**config.mk**
```make
export PLATFORM = sky130hd
export DESIGN_NAME = ad80305_rx_bist
export DESIGN_NICKNAME = d
export VERILOG_FILES = /design/src/rtl/ad80305_rx_bist.sv
export SDC_FILE = /design/constraint.sdc
export NUM_CORES = 1
export LEC_CHECK = 0
export ABC_AREA = 1
export CAP_MARGIN = 20
export CORE_AREA = 5 5 126 128
export CTS_CLUSTER_DIAMETER = 50
export DETAILED_ROUTE_END_ITERATION = 8
export DIE_AREA = 0 0 131 133
export PLACE_DENSITY = 0.79
export RECOVER_POWER = 50
export SYNTH_ARGS = -nofsm -noshare
export SYNTH_HDL_FRONTEND = slang
export SYNTH_SLANG_ARGS = --single-unit
export TNS_END_PERCENT = 5
```
**constraint.sdc**
```tcl
create_clock -name i_fpga_clk -period 2.36 [get_ports i_fpga_clk]
set_clock_uncertainty 0.2 [all_clocks]
set_input_delay 0.472 -clock i_fpga_clk [delete_from_list [all_inputs] [get_ports i_fpga_clk]]
set_output_delay 0.472 -clock i_fpga_clk [all_outputs]
set_load 0.005 [all_outputs]
```
**src/rtl/ad80305_rx_bist.sv**
```systemverilog
// ---------------------------------------------------------------------------
// ad80305_rx_bist
//
// Built-in self-test for the AD80305 12-bit LVCMOS DDR RX path.
//
//  * Generator: emulates the transceiver RX port as an SDR word stream. One
//    I/Q sample takes four cycles. Slots 0-1 carry I with frame=1, and slots
//    2-3 carry Q with frame=0. The output can feed ODDR/loopback pins in place
//    of the chip.
//  * Checker: consumes the de-framed I/Q samples recovered by the RX
//    interface. It locks onto the selected pattern and counts mismatches.
//
// Patterns (i_mode): 0 ramp, 1 PRBS12, 2 constant, 3 alternating 555/AAA.
//
// Parameters
//   LOCK_CNT  consecutive matching samples needed to go from SYNC to LOCKED
//   ERR_W     width of the saturating error counter
//
// Ports
//   i_fpga_clk, i_fpga_rst_n   clock, asynchronous active-low reset
//   i_enable                   run; 0 holds generator and checker in reset state
//   i_mode                     pattern select
//   i_const_i, i_const_q       values for constant mode
//   i_clr_err                  synchronous clear of o_err_cnt
//   i_err_inj                  (optional) flip bit 0 of the next I word
//   o_tx_frame, o_tx_data      emulated RX_FRAME / RX_DATA
//   i_chk_fp                   recovered-sample strobe, one cycle per I/Q pair
//   i_chk_idata, i_chk_qdata   recovered I/Q
//   o_lock                     checker is LOCKED
//   o_err_cnt                  saturating mismatch count, counted only in LOCKED
//   o_err_pulse                one-cycle pulse per mismatch in LOCKED
//
// Build option
//   AD80305_BIST_ERR_INJ_EN    adds i_err_inj and the injection logic
// ---------------------------------------------------------------------------
module ad80305_rx_bist #(
  parameter int LOCK_CNT = 8,
  parameter int ERR_W    = 16
) (
  input  logic             i_fpga_clk,
  input  logic             i_fpga_rst_n,
  input  logic             i_enable,
  input  logic [1:0]       i_mode,
  input  logic [11:0]      i_const_i,
  input  logic [11:0]      i_const_q,
  input  logic             i_clr_err,
`ifdef AD80305_BIST_ERR_INJ_EN
  input  logic             i_err_inj,
`endif
  output logic             o_tx_frame,
  output logic [11:0]      o_tx_data,
  input  logic             i_chk_fp,
  input  logic [11:0]      i_chk_idata,
  input  logic [11:0]      i_chk_qdata,
  output logic             o_lock,
  output logic [ERR_W-1:0] o_err_cnt,
  output logic             o_err_pulse
);

  typedef enum logic [1:0] {
    MODE_RAMP  = 2'd0,
    MODE_PRBS  = 2'd1,
    MODE_CONST = 2'd2,
    MODE_ALT   = 2'd3
  } mode_e;

  typedef enum logic [1:0] {
    ST_HUNT   = 2'd0,
    ST_SYNC   = 2'd1,
    ST_LOCKED = 2'd2
  } state_e;

  localparam int                  MATCH_W   = $clog2(LOCK_CNT + 1);
  localparam logic [MATCH_W-1:0]  LOCK_LAST = MATCH_W'(LOCK_CNT - 1);

  // x^12+x^11+x^10+x^4+1, Fibonacci form, shifting left.
  function automatic logic [11:0] lfsr_next(input logic [11:0] v);
    return {v[10:0], v[11] ^ v[10] ^ v[9] ^ v[3]};
  endfunction

  mode_e       w_mode;
  logic        w_restart;

  // Generator state
  logic [1:0]  r_mode_q;
  logic [1:0]  r_slot;
  logic [11:0] r_ramp;
  logic [11:0] r_lfsr;
  logic [11:0] r_alt;
  logic [11:0] r_const_i;
  logic [11:0] r_const_q;
  logic [11:0] w_gen_i;
  logic [11:0] w_gen_q;
  logic        w_inj_now;

  // Checker state
  state_e             r_state;
  state_e             w_state_nxt;
  logic [MATCH_W-1:0] r_match_cnt;
  logic [MATCH_W-1:0] w_match_nxt;
  logic [1:0]         r_miss_cnt;
  logic [1:0]         w_miss_nxt;
  logic [11:0]        r_ref;
  logic [11:0]        w_exp_i;
  logic [11:0]        w_exp_q;
  logic               w_match;
  logic               w_err_hit;

  assign w_mode = mode_e'(i_mode);

  // Disabling or switching pattern restarts both halves from their seed state.
  // The mode compare uses the previous cycle's mode, so a switch costs one
  // idle word before the new pattern starts at slot 0.
  assign w_restart = !i_enable || (i_mode != r_mode_q);

  // ------------------------------------------------------------------------
  // Generator
  // ------------------------------------------------------------------------
  // NOTE: every signal written in an always_comb gets a default first, so no
  // path leaves it unassigned and no latch is inferred.
  always_comb begin
    w_gen_i = r_ramp;
    w_gen_q = ~r_ramp;
    case (w_mode)
      MODE_PRBS: begin
        w_gen_i = r_lfsr;
        w_gen_q = ~r_lfsr;
      end
      MODE_CONST: begin
        // The constants are sampled at slot 0. Slot 0 passes the live value,
        // and later slots reuse the captured copy.
        w_gen_i = (r_slot == 2'd0) ? i_const_i : r_const_i;
        w_gen_q = r_const_q;
      end
      MODE_ALT: begin
        w_gen_i = r_alt;
        w_gen_q = ~r_alt;
      end
      default: ;
    endcase
  end

`ifdef AD80305_BIST_ERR_INJ_EN
  // A pulse corrupts both copies (slots 0 and 1) of the next I word. Pulses
  // that arrive while an injection is still pending merge into it.
  logic r_inj_pend;
  logic r_inj_act;

  always_ff @(posedge i_fpga_clk or negedge i_fpga_rst_n) begin
    if (!i_fpga_rst_n) begin
      r_inj_pend <= 1'b0;
      r_inj_act  <= 1'b0;
    end else if (!w_restart && r_slot == 2'd0) begin
      r_inj_act  <= r_inj_pend | i_err_inj;
      r_inj_pend <= 1'b0;
    end else if (i_err_inj) begin
      r_inj_pend <= 1'b1;
    end
  end

  assign w_inj_now = (r_slot == 2'd0) ? (r_inj_pend | i_err_inj)
                                      : ((r_slot == 2'd1) && r_inj_act);
`else
  assign w_inj_now = 1'b0;
`endif

  // NOTE: sequential state uses non-blocking assignments only, so every
  // register samples values from before the clock edge.
  always_ff @(posedge i_fpga_clk or negedge i_fpga_rst_n) begin
    if (!i_fpga_rst_n) begin
      r_mode_q   <= 2'd0;
      r_slot     <= 2'd0;
      r_ramp     <= 12'h000;
      r_lfsr     <= 12'h001;
      r_alt      <= 12'h555;
      r_const_i  <= 12'h000;
      r_const_q  <= 12'h000;
      o_tx_frame <= 1'b0;
      o_tx_data  <= 12'h000;
    end else begin
      r_mode_q <= i_mode;
      if (w_restart) begin
        r_slot     <= 2'd0;
        r_ramp     <= 12'h000;
        r_lfsr     <= 12'h001;
        r_alt      <= 12'h555;
        o_tx_frame <= 1'b0;
        o_tx_data  <= 12'h000;
      end else begin
        r_slot     <= r_slot + 2'd1;
        o_tx_frame <= ~r_slot[1];
        o_tx_data  <= r_slot[1] ? w_gen_q : (w_gen_i ^ {11'd0, w_inj_now});
        if (r_slot == 2'd0) begin
          r_const_i <= i_const_i;
          r_const_q <= i_const_q;
        end
        // Pattern state advances once per sample, at the end of slot 3.
        if (r_slot == 2'd3) begin
          r_ramp <= r_ramp + 12'd1;
          r_lfsr <= lfsr_next(r_lfsr);
          r_alt  <= ~r_alt;
        end
      end
    end
  end

  // ------------------------------------------------------------------------
  // Checker
  // ------------------------------------------------------------------------
  // The expected sample is derived from the previously received I, so the
  // checker resynchronises to any phase of the pattern.
  always_comb begin
    w_exp_i = r_ref + 12'd1;
    case (w_mode)
      MODE_PRBS:  w_exp_i = lfsr_next(r_ref);
      MODE_CONST: w_exp_i = i_const_i;
      MODE_ALT:   w_exp_i = ~r_ref;
      default:    ;
    endcase
    w_exp_q = (w_mode == MODE_CONST) ? i_const_q : ~w_exp_i;
    // A PRBS reference of 0 would predict 0 forever, so 0 is never a match.
    w_match = (i_chk_idata == w_exp_i) && (i_chk_qdata == w_exp_q) &&
              !((w_mode == MODE_PRBS) && (i_chk_idata == 12'h000));
  end

  always_comb begin
    w_state_nxt = r_state;
    w_match_nxt = r_match_cnt;
    w_miss_nxt  = r_miss_cnt;
    w_err_hit   = 1'b0;
    if (w_restart) begin
      w_state_nxt = ST_HUNT;
      w_match_nxt = '0;
      w_miss_nxt  = 2'd0;
    end else if (i_chk_fp) begin
      case (r_state)
        ST_HUNT: begin
          w_state_nxt = ST_SYNC;
          w_match_nxt = '0;
          w_miss_nxt  = 2'd0;
        end
        ST_SYNC: begin
          if (!w_match) begin
            w_state_nxt = ST_HUNT;
          end else if (r_match_cnt == LOCK_LAST) begin
            w_state_nxt = ST_LOCKED;
            w_miss_nxt  = 2'd0;
          end else begin
            w_match_nxt = r_match_cnt + 1'b1;
          end
        end
        ST_LOCKED: begin
          if (w_match) begin
            w_miss_nxt = 2'd0;
          end else begin
            w_err_hit = 1'b1;
            if (r_miss_cnt == 2'd3) begin
              w_state_nxt = ST_HUNT;
              w_miss_nxt  = 2'd0;
            end else begin
              w_miss_nxt = r_miss_cnt + 2'd1;
            end
          end
        end
        default: w_state_nxt = ST_HUNT;
      endcase
    end
  end

  always_ff @(posedge i_fpga_clk or negedge i_fpga_rst_n) begin
    if (!i_fpga_rst_n) begin
      r_state     <= ST_HUNT;
      r_match_cnt <= '0;
      r_miss_cnt  <= 2'd0;
      r_ref       <= 12'h000;
      o_err_cnt   <= '0;
      o_err_pulse <= 1'b0;
    end else begin
      r_state     <= w_state_nxt;
      r_match_cnt <= w_match_nxt;
      r_miss_cnt  <= w_miss_nxt;
      o_err_pulse <= w_err_hit;
      if (!w_restart && i_chk_fp) r_ref <= i_chk_idata;
      // A clear wins over a simultaneous mismatch.
      if (i_clr_err)
        o_err_cnt <= '0;
      else if (w_err_hit && (o_err_cnt != {ERR_W{1'b1}}))
        o_err_cnt <= o_err_cnt + 1'b1;
    end
  end

  assign o_lock = (r_state == ST_LOCKED);

endmodule

```
After elaboration in Yosys (flattened, before gate mapping) --
Index checks and enable logic that the tools add are counted.
Operators by class: multiplexer cells 40, $add $sub $neg 6, reduce and logical (&&, ||, !) cells 21, equality and inequality tests 18, bitwise gates (word level) 13
Operators with widths (count):
- $mux 12 | 10
- $pmux 12 s3 | 3
- $not 12->12 | 5
- $mux 16 | 2
- $mux 2 | 13
- $add 12x1->12 const B | 2
- $eq 12x12->1 | 2
- $add 16x1->16 const B | 1
- $mux 4 | 4
- $ne 16x16->1 const B | 1
- $logic_not 12->1 | 1
- $ne 3x3->1 const B | 4
- $pmux 2 s3 | 2
- $reduce_and 4->1 | 3
- $eq 2x2->1 const B | 5
- $pmux 4 s2 | 1
- $reduce_bool 2->1 | 3
- $xor 1x1->1 | 6
- $logic_and 1x1->1 | 5
- $mux 1 | 5
- $add 2x1->2 const B | 2
- $add 4x1->4 const B | 1
- $eq 2x1->1 const B | 2
- $eq 4x3->1 const B | 1
- other kinds (10) | 14
Storage, ports and cells: output and inout bits 31, bits of input ports 55, register bits after elaboration 114, logic and storage cells 113

Depth between registers and ports, before layout --
depth after elaboration 16, mapped depth 20, depth with buffers taken out 20

Worst setup path after synthesis --
No wires, ideal clock.
path kind input port to flip-flop, start input i_mode[1], end register o_err_cnt[10], stages 19, setup slack -0.005 ns, arrival 2.046 ns, path buffers 3, cells stage by stage buf_4 inv_2 nor2_4 buf_4 nand2_1 o21ai_1 inv_2 nand3_1 nand2_1 nand2_1 nor2_1 nand3_1 nor2_1 nand2_1 nor2_4 nor2_4 buf_6 nand4_1 nand2_1
Between the ends: word-level cells in the longest chain between the ends 13, elaborated cells between the ends (all ways) 20
Ends and longest elaborated chain:
- start, declared | RTL line 43 | input logic [1:0] i_mode,
- $eq 2x2->1, or another cell as far along | RTL line 214 | case (w_mode)
- $pmux 12 s3 | RTL line 214
- $not 12->12 | RTL line 220 | w_exp_q = (w_mode == MODE_CONST) ? i_const_q : ~w_exp_i;
- $mux 12 | RTL line 220
- $eq 12x12->1 | RTL line 222 | w_match = (i_chk_idata == w_exp_i) && (i_chk_qdata == w_exp_q) &&
- $logic_and 1x1->1 (2 in a row) | RTL line 222
- $mux 1 | RTL line 253 | if (w_match) begin
- $mux 1 | RTL line 236 | case (r_state)
- $mux 1 | RTL line 235 | end else if (i_chk_fp) begin
- $mux 1 (*) | RTL line 231 | if (w_restart) begin
- net w_err_hit | RTL line 107 | logic w_err_hit;
- $logic_and 1x1->1 (*) | RTL line 287 | else if (w_err_hit && (o_err_cnt != {ERR_W{1'b1}}))
- $reduce_bool 2->1 (no source line) (*)
- end signal, assigned | RTL line 288 | o_err_cnt <= o_err_cnt + 1'b1;
- end, declared | RTL line 56 | output logic [ERR_W-1:0] o_err_cnt,
Mark *: on every way through the listed nets, which the timed path passes. The rest lies on a longest branch. A chain may end at the register's enable or synchronous reset.

Worst setup path in the final report --
start input i_mode[1], end register o_err_cnt[13]
Between the ends: word-level cells in the longest chain between the ends 13, elaborated cells between the ends (all ways) 20
Ends and longest elaborated chain (RTL line):
- $eq 2x2->1, or another cell as far along | 214
- $pmux 12 s3 | 214
- $not 12->12 | 220
- $mux 12 | 220
- $eq 12x12->1 | 222
- $logic_and 1x1->1 (2 in a row) | 222
- $mux 1 | 253
- $mux 1 | 236
- $mux 1 | 235
- $mux 1 (*) | 231
- $logic_and 1x1->1 (*) | 287
- $reduce_bool 2->1 (no source line) (*)
Every way passes the cells marked *; elsewhere a longest branch is shown, timed or not.

==> metrics <==
drt first-iter violations=1085; R2R Path End=o_err_cnt[13]; final worst setup slack=-0.306 ns; CP required=2.46 ns; height of the die=133 µm; antenna diode instance count=0; crit-path cells=dlygate4sd2_1, buf_6, buf_12, nor2_4, buf_4, buf_12, buf_16, nand2_4, nand4_1, nand2_1, nand2_2, nand3_1, nor2_1, nand3_1, nor2_4, nor2_4, buf_6, nand4_1, nand2_1; Netlist cell types=46; Slew HR=41.5%; Final Max Tran Viols=0; Hold Vio Cnt, Final=0; Tot Pwr=6500 µW; Die ar.=0.0174 mm²; worst skew pair latency=0.42 ns; DP Wirelength=17.2 mm; Synth warnings=0; Tightest Pin Transition=0.877 ns; met2 WL=11.6 mm; CP max stage delay=0.24 ns; Seq/Total Area, Yosys=38.6%; syn avg cell area=7.04 µm²; cell mode on critical path=nor2_4; Post-synth ARST share=100%; Synth Register Bits=114; TritonCTS buffer count=17; H-tree depth=4; Rows=45; crit end category=flop; reg-to-reg slack, setup=-0.30 ns; largest area contributor in the netlist=dfrtp_1; top cells by area, synth=dfrtp_1 36%, nand2_1 13%, nand3_1 7.8%; status=finished, violations left; DRT met1 WL=9.82 mm; # IOs=86; Worst Hold Path EP=r_mode_q[0]; Final Setup Violations=25; Crit Path Max Fanout=8; average wire per standard cell=16.9 µm; power per cell area=638 mW/mm²; Post-synth top flop=dfrtp_1; I/O Buffers=85; clock-pin transition on the worst setup and hold timing paths=0.06 ns; HP Start=i_mode[0]; # DRC=0; TritonRoute pass-1 iters=7; hold depth=1; fin crit share=113%; clock buffer depth=2; All-Layer GR Usage=27.5%; Layout Area Growth over Synthesis=37.5%; via count=8352; CTS Root Cell=clkbuf_16; area share of the largest cell type after synthesis=36.1%; fin crit period=2.67 ns; Pleak=0.00483 µW; pin count of the biggest net entering global routing=45; slowest CP cell=dlygate4sd2_1; CP startpoint kind=primary input; Sink Count=114; CP Class=primary input to flop; Core ar.=0.0148 mm²; Antenna Nets Post-Route=0; Reg-to-Reg Start=r_ref[3]; vias in the first global route=7937; Synth Instances=1053; grt total ovfl=0; Initial Util=50.2%; met3 WL=2.11 mm; failing checks=negative setup slack; first-pass GRT wire length=38.5 mm; Core Util, Final=69.1%; hold_ws=0.181 ns; RSZ-0062 raised after global routing=yes; r2r worst-path depth=15; number of synthesized flops with an enable pin=0; RD Place Congestion=0.960; Die X=131 µm; max-cap violations=0; nets@finish=1307; layout cells sized above 1=20.4%; Syn Nets=1115; drt via density=5.78; post-synthesis instance area=0.00741 mm²; Place WS=-0.869 ns; antenna violations before repair=0; FMAX=375 MHz; Top Metal Used=met4; Worst Path Arrival=2.77 ns; TritonCTS clock tree=done; final wirelength=24.5 mm; VDD IR-drop max=0.532 mV; worst min path class=primary input to flop
[cell usage in the layout, fill, tap and decap left out, drive strengths merged, types with 8 or more instances in the layout]
cell	synthesis	routed
a21oi	30	30
a221oi	8	8
buf	22	130
clkbuf	24	24
clkdlybuf4s50	0	82
dfrtp	107	107
inv	135	136
nand2	271	271
nand3	118	119
nand4	37	37
nor2	92	92
nor3	14	14
o211ai	16	16
o21ai	95	95
xor2	14	14
[kinds of logic (layout without fill, tap and decap cells)]
kind of cell / Yosys count / count (layout) / share of synthesized area (%)
and+or+nand+nor: 542 / 543 / 32.4
buffers and inverters: 182 / 385 / 9.94
AOI/OAI and AO/OA: 180 / 180 / 14.3
DFF: 114 / 114 / 38.6
xor gates and xnor gates: 21 / 21 / 2.48
adders and majority gates: 7 / 7 / 1.18
muxes: 7 / 7 / 1.06
[through the flow]
step	cells	area, µm²	setup TNS, ns
after detailed placement	1398	9200	-55.13
after floorplan	1053	7420	0
final	1445	10200	-6.50
after global placement	1398	9200	-48.90
after CTS	1439	10100	-4.97
after global routing	1445	10200	-13.27
[cell usage after synthesis (3+ instances only)]
master     number
nand2_2         5
o22ai_1         7
a311oi_1        6
buf_4           4
nor2_4          6
nand3_1       115
a22oi_1         7
a221oi_1        8
a2111oi_0       3
mux2_2          7
nand4_1        37
clkbuf_1       23
nand2_1       266
nor2_1         84
dfrtp_1       107
o21ai_1        10
buf_1           5
inv_2           7
o21ai_0        85
xor2_1         14
xnor2_1         7
ha_1            7
inv_1         127
buf_6           3
nand3_2         3
dfstp_2         7
nor3_1         14
o211ai_1       14
a21oi_1        30
buf_2          10
nand3b_1        3
[layer usage]
| metal | global-route usage [%] | up-vias |
|---|---|---|
| met5 | 0 | - |
| met4 | 11.1 | 0 |
| met3 | 5.97 | 86 |
| met2 | 44.2 | 480 |
| met1 | 35.8 | 3891 |
| li1 | - | 3895 |
[how the worst max path moves through the flow]
stage / end / cells past startpoint / startpoint / slack [ns]
final: o_err_cnt[13] / 19 / i_mode[1] / -0.31
after floorplan: o_err_cnt[10] / 16 / i_mode[0] / 0.002
after CTS: o_err_cnt[13] / 18 / r_ref[0] / -0.26
after global placement: o_err_cnt[5] / 16 / i_mode[0] / -0.81
after global routing: o_err_cnt[13] / 19 / i_mode[1] / -0.40
after detailed placement: o_err_cnt[6] / 13 / i_mode[0] / -0.87
[timing repair]
| action | CTS | global route |
|---|---|---|
| endpoints found under the setup margin | 59 | 46 |
| setup buffers | 8 | 5 |
| cloned | 1 | 1 |
| gates resized for setup | 47 | 28 |
| pin swaps | 30 | 25 |
| hold buffers | 1 | 0 |
| endpoints found under the hold margin | 32 | 0 |
[flip-flops by register name, indices dropped and copies added (netlist names)]
| register | flops |
|---|---|
| o_err_cnt | 16 |
| r_alt | 12 |
| o_tx_data | 12 |
| r_slot | 2 |
| o_tx_frame | 1 |
| r_lfsr | 12 |
| r_const_i | 12 |
| r_ref | 12 |
| r_state | 2 |
| o_err_pulse | 1 |
| r_miss_cnt | 2 |
| r_match_cnt | 4 |
| r_ramp | 12 |
| r_mode_q | 2 |
| r_const_q | 12 |
[final cells by class]
type / count / area, µm²
multi-input combinational: 758 / 4050
inverter: 136 / 515
sequential: 114 / 2870
tap: 188 / 235
timing repair buffer: 218 / 1940
clock buffer: 21 / 480
fill: 1164 / 4560
clock inverter: 10 / 106
[worst max-delay path: cells and delay by family]
family	cells	cell delay, ns
buffers and inverters	7	1.01
and+or+nand+nor	12	1.27
[power breakdown]
group          internal [µW]  switching, µW  leakage, µW  total [µW]
clock network           1650            926     0.000295        2570
registers               2150            180      0.00149        2330
logic                    687            911      0.00305        1600
total                   4490           2020      0.00483        6500
Power figures use the tool's default switching activity.
